**config.mk**
```make
export PLATFORM = sky130hd
export DESIGN_NAME = adc366x_tx_emu
export DESIGN_NICKNAME = d
export VERILOG_FILES = /design/src/rtl/adc366x_tx_emu.sv
export SDC_FILE = /design/constraint.sdc
export NUM_CORES = 1
export LEC_CHECK = 0
export ABC_AREA = 1
export ABC_CLOCK_PERIOD_IN_PS = 4000
export CAP_MARGIN = 20
export CORE_ASPECT_RATIO = 0.5
export CORE_MARGIN = 10
export CORE_UTILIZATION = 55
export DETAILED_ROUTE_END_ITERATION = 10
export PLACE_DENSITY = 0.79
export SYNTH_ARGS = -nofsm -noshare
export SYNTH_HDL_FRONTEND = slang
export SYNTH_SLANG_ARGS = --single-unit
```
**constraint.sdc**
```tcl
create_clock -name clk_i -period 4 [get_ports clk_i]
set_input_delay 0.8 -clock clk_i [delete_from_list [all_inputs] [get_ports clk_i]]
set_output_delay 0.8 -clock clk_i [all_outputs]
set_load 0.02 [all_outputs]
```
**src/rtl/adc366x_tx_emu.sv**
```systemverilog
// ADC366x-style LVDS transmitter emulator: sample FIFO, pattern sources, 4 data lanes plus frame lane
// as 8-bit words for external 8:1 serialisers. Optional PRBS-15 source enabled by ADC366X_TX_PRBS_EN.
//
// state   | meaning
// ST_OFF  | disabled or first enabled edge; pipeline empty
// ST_ARM  | stage 1 sampling, ser_dat_o still idle (zero)
// ST_RUN  | both stages active, frame lane running
module adc366x_tx_emu #(
    parameter int FD = 4,
    parameter int UW = 16
) (
    input  logic                  clk_i,
    input  logic                  rstn_i,
    input  logic                  cfg_en_i,
    input  logic [1:0]            cfg_mode_i,
    input  logic [31:0]           cfg_pat_i,
    input  logic [2:0]            cfg_slip_i,
    input  logic [4:0]            cfg_inv_i,
    input  logic [31:0]           s_dat_i,
    input  logic                  s_valid_i,
    output logic                  s_ready_o,
    output logic [39:0]           ser_dat_o,
    output logic [$clog2(FD):0]   sts_lvl_o,
    output logic [UW-1:0]         sts_unf_o
);

    localparam int AW = $clog2(FD);
    localparam int LW = AW + 1;

    typedef enum logic [1:0] {ST_OFF, ST_ARM, ST_RUN} state_t;

    state_t          state, state_nxt;
    logic            act1, act2;
    logic            alive;
    logic [31:0]     mem [FD];
    logic [AW-1:0]   wr_ptr, rd_ptr;
    logic [LW-1:0]   lvl;
    logic            full, empty, push, pop, stream_sel;
    logic [31:0]     smp;
    logic [15:0]     ramp;
    logic [UW-1:0]   unf;
    logic [15:0]     lane_a, lane_b;
    logic [4:0][7:0] cur, prev, word;
    logic            phase;

    always_ff @(posedge clk_i or negedge rstn_i) begin
        if (!rstn_i) state <= ST_OFF;
        else         state <= state_nxt;
    end

    always_comb begin
        state_nxt = state;
        act1      = 1'b0;
        act2      = 1'b0;
        if (!cfg_en_i) begin
            state_nxt = ST_OFF;
        end else begin
            case (state)
                ST_OFF:  state_nxt = ST_ARM;
                ST_ARM: begin
                    act1      = 1'b1;
                    state_nxt = ST_RUN;
                end
                ST_RUN: begin
                    act1 = 1'b1;
                    act2 = 1'b1;
                end
                default: state_nxt = ST_OFF;
            endcase
        end
    end

    // Keeps s_ready_o low while reset is asserted and for the first edge after release.
    always_ff @(posedge clk_i or negedge rstn_i) begin
        if (!rstn_i) alive <= 1'b0;
        else         alive <= 1'b1;
    end

`ifdef ADC366X_TX_PRBS_EN
    assign stream_sel = (cfg_mode_i == 2'd0);
`else
    assign stream_sel = (cfg_mode_i == 2'd0) || (cfg_mode_i == 2'd3);
`endif

    assign full      = (lvl == LW'(FD));
    assign empty     = (lvl == '0);
    assign s_ready_o = cfg_en_i && alive && !full;
    assign push      = s_valid_i && s_ready_o;
    assign pop       = act1 && stream_sel && !empty;
    assign sts_lvl_o = lvl;
    assign sts_unf_o = unf;

    always_ff @(posedge clk_i) begin
        if (push) mem[wr_ptr] <= s_dat_i;
    end

    always_ff @(posedge clk_i or negedge rstn_i) begin
        if (!rstn_i) begin
            wr_ptr <= '0;
            rd_ptr <= '0;
            lvl    <= '0;
        end else if (!cfg_en_i) begin
            wr_ptr <= '0;
            rd_ptr <= '0;
            lvl    <= '0;
        end else begin
            if (push) wr_ptr <= wr_ptr + AW'(1);
            if (pop)  rd_ptr <= rd_ptr + AW'(1);
            lvl <= lvl + LW'(push) - LW'(pop);
        end
    end

`ifdef ADC366X_TX_PRBS_EN
    logic [14:0] lfsr;

    always_ff @(posedge clk_i or negedge rstn_i) begin
        if (!rstn_i)                              lfsr <= 15'h7FFF;
        else if (!cfg_en_i)                       lfsr <= 15'h7FFF;
        else if (act1 && cfg_mode_i == 2'd3)      lfsr <= {lfsr[13:0], lfsr[14] ^ lfsr[13]};
    end
`endif

    always_ff @(posedge clk_i or negedge rstn_i) begin
        if (!rstn_i) begin
            smp  <= '0;
            ramp <= '0;
            unf  <= '0;
        end else if (!cfg_en_i) begin
            smp  <= '0;
            ramp <= '0;
            unf  <= '0;
        end else if (act1) begin
            if (stream_sel) begin
                if (!empty)          smp <= mem[rd_ptr];
                else if (unf != '1)  unf <= unf + UW'(1);
            end else if (cfg_mode_i == 2'd1) begin
                smp  <= {~ramp, ramp};
                ramp <= ramp + 16'd1;
            end else if (cfg_mode_i == 2'd2) begin
                smp <= cfg_pat_i;
            end
`ifdef ADC366X_TX_PRBS_EN
            else begin
                smp <= {~{1'b0, lfsr}, {1'b0, lfsr}};
            end
`endif
        end
    end

    // Even sample bits go to the low lane, odd bits to the high lane, LSB pair sent first.
    function automatic logic [15:0] lane_map(input logic [15:0] d);
        logic [15:0] r;
        for (int k = 0; k < 8; k++) begin
            r[k]     = d[14-2*k];
            r[8+k]   = d[15-2*k];
        end
        return r;
    endfunction

    assign lane_a = lane_map(smp[15:0]);
    assign lane_b = lane_map(smp[31:16]);

    always_comb begin
        cur[0] = phase ? 8'h00 : 8'hFF;
        cur[1] = lane_b[7:0];
        cur[2] = lane_b[15:8];
        cur[3] = lane_a[7:0];
        cur[4] = lane_a[15:8];
        for (int l = 0; l < 5; l++) begin
            word[l] = 8'({prev[l], cur[l]} >> cfg_slip_i) ^ {8{cfg_inv_i[l]}};
        end
    end

    always_ff @(posedge clk_i or negedge rstn_i) begin
        if (!rstn_i) begin
            ser_dat_o <= '0;
            prev      <= '0;
            phase     <= 1'b0;
        end else if (!cfg_en_i) begin
            ser_dat_o <= '0;
            prev      <= '0;
            phase     <= 1'b0;
        end else if (act2) begin
            ser_dat_o <= word;
            prev      <= cur;
            phase     <= ~phase;
        end else begin
            ser_dat_o <= '0;
        end
    end

endmodule

```
## Yosys cells after proc, flatten, opt, wreduce, memory -nomap -nowiden

Memory sizes are Yosys's and may differ from the RTL's.
Index checks and enable logic that the tools add are counted.

- Bits in writable memories: 128
- Memories kept: 1
- Register bits after elaboration: 155
- Output and inout port bits: 60

- Bitwise gates (word level): 7
- Reductions and logical operators: 15
- Equality and inequality tests: 19
- Multiplexer cells: 35
- Shift-type cells: 5
- Add/sub/neg operators: 6

Memory list:

| name | words | bits a word | rd ports | clocked after Yosys merged registers in | wr ports | RTL line | text |
|---|---|---|---|---|---|---|---|
| mem | 4 | 32 | 1 | 0 | 1 | 35 | `logic [31:0] mem [FD];` |

Operator list:

| cell | count |
|---|---|
| 32-bit two-way mux | 6 |
| 40-bit two-way mux | 4 |
| 16-bit two-way mux | 9 |
| 16-bit by 3-bit >> shifter with 8-bit output | 5 |
| 8-bit bitwise XOR | 5 |
| 16-bit by 1-bit adder with 16-bit output (second input constant) | 2 |
| 16-bit != test (second input constant) | 1 |
| 2-bit by 1-bit != test with 1-bit output (second input constant) | 8 |
| 16-bit NOT | 1 |
| 2-bit two-way mux | 5 |
| 1-bit two-way mux | 8 |
| 8-bit two-way mux | 1 |
| 2-bit equality test (second input constant) | 3 |
| 2-bit one-hot mux with 3 select lines | 1 |
| 3-bit AND reduction | 2 |
| 1-bit logical AND | 5 |
| 2-bit by 1-bit adder with 2-bit output (second input constant) | 2 |
| 2-bit by 1-bit equality test with 1-bit output (second input constant) | 2 |
| 2-bit zero test | 2 |
| 2-bit != test (second input constant) | 2 |
| 4-bit by 1-bit != test with 1-bit output (second input constant) | 1 |
| 4-bit AND reduction | 1 |
| 3-bit by 1-bit adder with 3-bit output | 1 |
| 3-bit equality test (second input constant) | 1 |
| other kinds (8) | 9 |

## Longest topological paths before layout

Gate-level depths: netlist (run 1).

- Word-level depth: 8
- Gate-level depth with buffers: 13
- Mapped depth without buffers: 13

## Least setup slack after synthesis (run 1)

Ideal clock, no wire load.

- Path type: input -> register
- From: input cfg_en_i
- To: memory mem[0][0], enable pin
- Buffers on the path: 2
- Data required time: 3.579 ns
- Data arrival time: 2.727 ns
- Stages on the path: 4
- Setup slack: 0.852 ns
- Cell sequence: buf_4 > buf_2 > nand4_1 > nor2_1

- Longest elaborated chain between the ends: 5

RTL lines:

| what | RTL line | text |
|---|---|---|
| from (decl) | 14 | `input logic cfg_en_i,` |
| 1-bit logical AND (2 in a row) | 87 | `assign s_ready_o = cfg_en_i && alive && !full;` |
| 1-bit logical AND | 88 | `assign push = s_valid_i && s_ready_o;` |
| 1-bit two-way mux | 94 | `if (push) mem[wr_ptr] <= s_dat_i;` |
| 1-bit two-way mux (not written as such) | 94 |  |
| to (decl) | 35 |  |

No other way between the ends.

## Final worst setup path (run 1)

- From: input cfg_en_i
- To: output s_ready_o

- Longest elaborated chain between the ends: 2

RTL lines:

| what | RTL line | text |
|---|---|---|
| 1-bit logical AND (2 in a row) | 87 |  |
| to (decl) | 21 | `output logic s_ready_o,` |

No other way between the ends.

==> results of run 1 <==
[routing by layer]
metal,part of all wire,vias up
met5,0,-
met4,0.020,0
met3,0.083,59
met2,0.46,420
met1,0.43,5370
li1,-,5536
[through the flow]
step,instances,util
3_5_place_dp,2015,0.627
4_1_cts,2059,0.662
3_3_place_gp,2015,0.627
2_1_floorplan,1617,-
6_report,2060,0.662
5_1_grt,2059,0.662
[final cells by class]
| cell class | count | area share |
|---|---|---|
| repair buffers | 165 | 0.100 |
| diodes | 1 | 0.000157 |
| multi-input cells | 1114 | 0.320 |
| clock inverters | 15 | 0.0121 |
| clock buffers | 29 | 0.0408 |
| flip-flops and latches | 271 | 0.467 |
| well taps | 315 | 0.0248 |
| inverters | 150 | 0.0354 |
[state kept, by name, summed over array words and instances, names as in the netlist]
| name | count |
|---|---|
| ramp | 16 |
| sts_lvl_o | 3 |
| alive | 1 |
| state | 2 |
| smp | 32 |
| rd_ptr | 2 |
| phase | 1 |
| mem | 128 |
| prev | 28 |
| ser_dat_o | 40 |
| sts_unf_o | 16 |
| wr_ptr | 2 |
[cell usage in the layout (no fill, tap or decap), types with 11 or more instances in the layout]
cell type                         instances
sky130_fd_sc_hd__clkdlybuf4s50_1        135
sky130_fd_sc_hd__nand3_1                145
sky130_fd_sc_hd__o21ai_0                123
sky130_fd_sc_hd__dfrtp_1                143
sky130_fd_sc_hd__inv_1                  135
sky130_fd_sc_hd__inv_2                   12
sky130_fd_sc_hd__a21oi_1                 90
sky130_fd_sc_hd__ha_1                    12
sky130_fd_sc_hd__nand2_1                415
sky130_fd_sc_hd__nor2_1                 224
sky130_fd_sc_hd__o22ai_1                 40
sky130_fd_sc_hd__a22oi_1                 11
sky130_fd_sc_hd__edfxtp_1               128
sky130_fd_sc_hd__clkbuf_16               24
sky130_fd_sc_hd__buf_4                   27
[worst max-delay path, stage by stage]
cell,delay (ns)
sky130_fd_sc_hd__clkdlybuf4s50_1,0.63
sky130_fd_sc_hd__and3_1,0.23
sky130_fd_sc_hd__clkdlybuf4s50_1,0.63
[where the power goes]
group / internal [W] / switching (W)
Combinational: 0.000440 / 0.000827
Clock: 0.00142 / 0.00106
Sequential: 0.00312 / 0.000176
Total: 0.00498 / 0.00206
[cell families after synthesis]
logic type                 count (synthesis)  share of synthesized area
and+or+nand+nor                          808                      0.243
AOI/OAI and AO/OA                        281                      0.114
DFF                                      271                      0.551
buffers and inverters                    232                     0.0717
adders and majority gates                 13                     0.0126
xor gates and xnor gates                  11                    0.00715
other                                      1                   0.000278
[how the worst min path moves through the flow]
stage / from / endpoint / slack [ns] / cells after the start
CTS: rstn_i / sts_unf_o[3]$_DFFE_PN0P_ / 0.33 / 1
finish: rstn_i / sts_unf_o[3]$_DFFE_PN0P_ / 0.28 / 1
global placement: prev[22]$_DFFE_PN0P_ / prev[22]$_DFFE_PN0P_ / 0.51 / 2
detailed placement: prev[14]$_DFFE_PN0P_ / prev[14]$_DFFE_PN0P_ / 0.51 / 2
global route: rstn_i / sts_unf_o[2]$_DFFE_PN0P_ / 0.35 / 1
floorplan: ramp[9]$_DFFE_PN0P_ / ramp[9]$_DFFE_PN0P_ / 0.48 / 1
==> Flow_metrics.wiki, run 1 <==
{| class="wikitable"
! Metric !! Value
|-
| Die Wd || 241 um
|-
| Pleak || about 6.8 nW
|-
| Deepest clock path buffer count || 3
|-
| Yosys top cell by area || sky130_fd_sc_hd__edfxtp_1
|-
| Source-to-sink clock delay at the later pin of the worst-skew pair || between 0.5 and 0.6 ns
|-
| Area share of the largest cell type after synthesis || 0.285
|-
| H-tree levels || 1
|-
| Arr. time, crit path || around 2.3 ns
|-
| Final total power || between 0.007 and 0.008 W
|-
| Global-route track usage on met3 || 0.0525
|-
| Number of failing setup endpoints in the final timing report || 0
|-
| Setup crit end kind || output port
|-
| Via density || 5.53
|-
| Count of nets after finishing || about 1800
|-
| Area of the core || around 0.024 mm^2
|-
| Count of input and output buffers || 137
|-
| Crit path setup slack, layout || ~0.9 ns
|-
| Portion of the clock cycle consumed by the worst path in the final layout || 0.773
|-
| Worst R2R End || sts_lvl_o[2]$_DFF_PN0_
|-
| P per Cell Area || around 440 mW/mm^2
|-
| Post-synth net total || between 1500 and 2000
|-
| Number of nets still failing antenna checks after routing || 0
|-
| Full die area || ~0.032 mm^2
|-
| Worst rel slew slack || 0.423
|-
| Mean instance size in the synthesized netlist || between 8 and 9 um^2
|-
| Proportion of layout cells with a drive suffix above 1 || 0.0539
|-
| Antenna violations before repair || 0
|-
| Initial Util || 0.561
|-
| Seq/Total Area, Yosys || 0.551
|-
| Minimum setup slack after placement || 0.646 ns
|-
| Largest net degree at the start of global routing || 85
|-
| Post-route minimum period || 3.09 ns
|-
| Met1 capacity usage during global routing || 0.317
|-
| TritonCTS clock tree || yes
|-
| Wirelength, routed || 36.7 mm
|-
| Gpl congestion || around 0.9
|-
| Number of DRC violations after detailed-routing iteration 0 || ~1200
|-
| Final hold viol count || 0
|-
| Min Hold Slack || 0.284 ns
|-
| Critical path endpoint || s_ready_o
|-
| Worst EP required || approximately 3.2 ns
|-
| Outcome || completed
|-
| Maximum frequency from static timing analysis || ~0.32 GHz
|-
| Max-slew violation count || 0
|-
| Critical path launch point || cfg_en_i
|-
| Area used by multi-input combinational logic || about 0.0051 mm^2
|-
| Top_reg_cell synth || sky130_fd_sc_hd__dfrtp_1
|-
| Sum of net half-perimeters after detailed placement || between 20 and 30 mm
|-
| Vias after detailed routing || approximately 11000
|-
| Clock Sinks || approximately 270
|-
| Met2 track demand over resource in global routing || 0.371
|-
| Number of instances in the synthesized netlist || ~1600
|-
| Per-cell routed wire length || roughly 18 um
|-
| Pin slew with the least headroom to its limit || between 0.8 and 0.9 ns
|-
| Residual DRC count || 0
|-
| Number of synthesized flops with an enable pin || about 130
|-
| Classification of the worst setup path || in2out
|-
| Proportion of synthesized flip-flops having asynchronous set or reset || 0.528
|-
| # rows || 40
|-
| Leading cell type by number of instances after synthesis || sky130_fd_sc_hd__nand2_1
|-
| Wire length of the first global-routing pass || roughly 58 mm
|-
| Cts bufs inserted || 24
|-
| Post-cts sizing count || 0
|-
| Most crowded layer after global routing || met2
|-
| Critical R2R Launch || state[0]$_DFFE_PN0P_
|-
| Ranking of synthesized cells by instance count || 415 x sky130_fd_sc_hd__nand2_1, 228 x sky130_fd_sc_hd__nor2_1, 145 x sky130_fd_sc_hd__nand3_1
|-
| Highest ir drop seen on vdd || 291 uV
|-
| Die H || 131 um
|-
| Layout Area Growth over Synthesis || 18.1%
|-
| Via count of the first global-routing pass || around 11000
|-
| Sum Neg Setup Slack || 0 ns
|-
| RSZ-0062 raised after global routing || false
|-
| Category of the worst setup path launch point || input pin
|-
| IO Count || between 100 and 150
|-
| First-pass DRT Iterations || 5
|-
| Number of distinct library cells after synthesis || 38
|-
| Hold Crit Class || in2async
|-
| Number of flip-flops and latches in the synthesized netlist || 271
|-
| Placed cell areas || around 0.015 mm^2
|-
| Dominant cells by area after synthesis || sky130_fd_sc_hd__edfxtp_1 29%, sky130_fd_sc_hd__dfrtp_1 27%, sky130_fd_sc_hd__nand2_1 12%
|-
| Post-Syn Area || between 0.01 and 0.015 mm^2
|-
| Sequential cell area || 0.00742 mm^2
|-
| Reg-to-reg setup timing slack || between 1.5 and 2 ns
|-
| Post-CTS setup-driven buffer insertion count || 0
|-
| Root buffer cell || sky130_fd_sc_hd__clkbuf_16
|-
| Number of warnings printed during yosys synthesis || 0
|-
| Maximum fanout along the worst path || 8
|-
| Count of fill cells added during filler insertion || around 1900
|-
| Global route total overflow || 0
|-
| Length in cells of the worst reg-to-reg path || 11
|-
| Total Routing Usage GR || 0.232
|-
| Hold-fix buffer count after cts || 0
|-
| Setup skew after layout || 0.0187 ns
|-
| Number of maximum-capacitance violations || 0
|-
| Final instance area || between 0.015 and 0.02 mm^2
|-
| Clock edge transition at the registers on the reported setup and hold paths || about 0.07 ns
|}
(Power assumes the default switching activity.)
==> run 2: changes to the inputs <==
Settings changed: ABC_CLOCK_PERIOD_IN_PS 4000 to 2500, CORE_UTILIZATION 55 to 52, PLACE_DENSITY 0.79 to 0.78.
Clock period 4 ns to 2.5 ns, I/O delays scaled along.
==> run 2 against run 1 <==
  * Critical path type is now in2reg
  * Non-clock buffer count increased by 21
  * Routed wire length decreased by 5.5%
  * Global-route usage decreased by 2.7 points
==> Flow_metrics.wiki, run 2 (synthesis gave the netlist of run 1 again) <==
{| class="wikitable"
! Metric !! Value
|-
| Most common cell after layout, fill and taps aside || sky130_fd_sc_hd__nand2_1
|-
| Largest register FFs || ~130
|-
| Length in cells of the worst reg-to-reg path || 11
|-
| Pin slew with the least headroom to its limit || around 0.69 ns
|-
| Diodes inserted || 0
|-
| Final core utilization || 0.637
|-
| Post-route minimum period || 2.23 ns
|-
| Number of failing setup endpoints in the final timing report || 0
|-
| Outcome || completed
|-
| Area of the core || roughly 0.025 mm^2
|-
| IO Count || around 140
|-
| Post-CTS setup-driven buffer insertion count || 0
|-
| Maximum fanout along the worst path || 2
|-
| Wirelength, routed || ~35 mm
|-
| Critical R2R Launch || state[1]$_DFFE_PN0P_
|-
| Number of maximum-capacitance violations || 0
|-
| Portion of the clock cycle consumed by the worst path in the final layout || 0.891
|-
| Largest reg by FF count || mem
|-
| Die H || about 130 um
|-
| Placed cell areas || between 0.015 and 0.02 mm^2
|-
| Die Wd || around 250 um
|-
| Largest net degree at the start of global routing || 74
|-
| Residual DRC count || 0
|-
| Highest-count cells in the layout ignoring fill and taps || 415 x sky130_fd_sc_hd__nand2_1, 223 x sky130_fd_sc_hd__nor2_1, 145 x sky130_fd_sc_hd__nand3_1, 141 x sky130_fd_sc_hd__dfrtp_1, 135 x sky130_fd_sc_hd__inv_1
|-
| Final instance area || 0.0161 mm^2
|-
| Proportion of layout cells with a drive suffix above 1 || 0.0657
|-
| Classification of the worst setup path || in2reg
|-
| Via count of the first global-routing pass || between 10000 and 15000
|-
| Worst R2R End || sts_lvl_o[2]$_DFF_PN0_
|-
| Hold Crit Class || in2async
|-
| Number of DRC violations after detailed-routing iteration 0 || ~1200
|-
| Source-to-sink clock delay at the later pin of the worst-skew pair || 0.54 ns
|-
| Largest registers in the final layout || mem (128), ser_dat_o (40), smp (32)
|-
| Count of input and output buffers || 137
|-
| Layout Area Growth over Synthesis || 19.8%
|-
| # rows || just over 40
|-
| Vias after detailed routing || 11357
|-
| Arr. time, crit path || around 2.7 ns
|-
| Deepest clock path buffer count || 3
|-
| Category of the worst setup path launch point || input pin
|-
| Maximum frequency from static timing analysis || roughly 0.45 GHz
|-
| Per-cell routed wire length || around 16 um
|-
| Pleak || about 7 nW
|-
| Max-slew violation count || 0
|-
| Count of fill cells added during filler insertion || between 2000 and 2500
|-
| Full die area || about 0.033 mm^2
|-
| Setup skew after layout || ~0.016 ns
|-
| Critical path launch point || cfg_mode_i[1]
|-
| Wire length of the first global-routing pass || 54.8 mm
|-
| Via density || between 5 and 6
|-
| H-tree levels || 1
|-
| Worst rel slew slack || 0.542
|-
| First-pass DRT Iterations || 7
|-
| Worst EP required || 2.94 ns
|-
| Final hold viol count || 0
|-
| RSZ-0062 raised after global routing || false
|-
| Reg-to-reg setup timing slack || ~0.37 ns
|-
| Final total power || 0.0108 W
|-
| Cts bufs inserted || 24
|-
| Clock edge transition at the registers on the reported setup and hold paths || about 0.070 ns
|-
| Total Routing Usage GR || 0.205
|-
| Number of nets still failing antenna checks after routing || 0
|-
| P per Cell Area || around 670 mW/mm^2
|-
| Global route total overflow || 0
|-
| Highest ir drop seen on vdd || about 440 uV
|-
| Gpl congestion || around 0.9
|-
| Critical path endpoint || sts_lvl_o[2]$_DFF_PN0_
|-
| Root buffer cell || sky130_fd_sc_hd__clkbuf_16
|-
| Setup crit end kind || register
|-
| Sum of net half-perimeters after detailed placement || between 20 and 25 mm
|-
| TritonCTS clock tree || yes
|-
| Count of nets after finishing || around 1800
|-
| Initial Util || 0.531
|-
| Antenna violations before repair || 0
|-
| Clock Sinks || between 200 and 300
|}
run 2: through the flow:
stage,hold slack (ns),instances,setup WS [ns],TNS (ns)
floorplan,0.204,1617,-0.348,-44.55
global placement,0.463,2064,-0.276,-0.487
detailed placement,0.469,2064,-0.283,-0.509
CTS,0.505,2109,0.0123,0
global route,0.527,2109,0.0834,0
finish,0.484,2109,0.273,0
run 2: worst min path at each step:
| stage | start | endpoint | slack [ns] | depth (start not counted) |
|---|---|---|---|---|
| 2_1_floorplan | rstn_i | alive$_DFF_PN0_ | 0.20 | 0 |
| 3_3_place_gp | rstn_i | sts_unf_o[10]$_DFFE_PN0P_ | 0.46 | 1 |
| 3_5_place_dp | rstn_i | sts_unf_o[0]$_DFFE_PN0P_ | 0.47 | 1 |
| 4_1_cts | rstn_i | sts_unf_o[4]$_DFFE_PN0P_ | 0.51 | 2 |
| 5_1_grt | rstn_i | sts_unf_o[13]$_DFFE_PN0P_ | 0.53 | 2 |
| 6_report | rstn_i | sts_unf_o[13]$_DFFE_PN0P_ | 0.48 | 2 |
run 2: critical path: stages:
cell	delay (ns)
sky130_fd_sc_hd__clkdlybuf4s50_1	0.45
sky130_fd_sc_hd__inv_1	0.04
sky130_fd_sc_hd__ha_1	0.28
sky130_fd_sc_hd__nand2_1	0.08
sky130_fd_sc_hd__inv_2	0.06
sky130_fd_sc_hd__nand2_1	0.05
sky130_fd_sc_hd__nor2_1	0.14
sky130_fd_sc_hd__ha_1	0.24
sky130_fd_sc_hd__inv_1	0.06
sky130_fd_sc_hd__ha_1	0.13
sky130_fd_sc_hd__inv_1	0.05
sky130_fd_sc_hd__fa_1	0.37
sky130_fd_sc_hd__xor2_1	0.17
sky130_fd_sc_hd__nor2_1	0.05
run 2: area by class of cell:
| class | count | area, um^2 | area share |
|---|---|---|---|
| flip-flops and latches | 271 | 7420 | 0.460 |
| clock buffers | 33 | 664 | 0.0412 |
| multi-input cells | 1114 | 5090 | 0.315 |
| repair buffers | 186 | 1890 | 0.117 |
| clock inverters | 11 | 72.6 | 0.00450 |
| inverters | 150 | 563 | 0.0349 |
| well taps | 344 | 430 | 0.0267 |
run 2: timing repair:
| item | CTS | global route |
|---|---|---|
| endpoints found under the hold margin | 42 | 0 |
| resized for setup | 0 | 2 |
| hold buffers | 1 | 0 |
| setup endpoints to repair | 0 | 1 |
run 2: layer usage:
layer	global-route usage	vias to the layer above	wire length [um]	share of wire
met3	0.0380	51	2630	0.076
met4	0.0455	0	653	0.019
met1	0.285	5292	15300	0.44
li1	-	5581	-	-
met2	0.327	433	16100	0.46
met5	0	-	0	0
run 2: where the power goes:
group	internal, W	leakage [nW]	switching, W
Clock	0.00187	0.358	0.00163
Sequential	0.00499	3.07	0.000261
Combinational	0.000777	3.47	0.00131
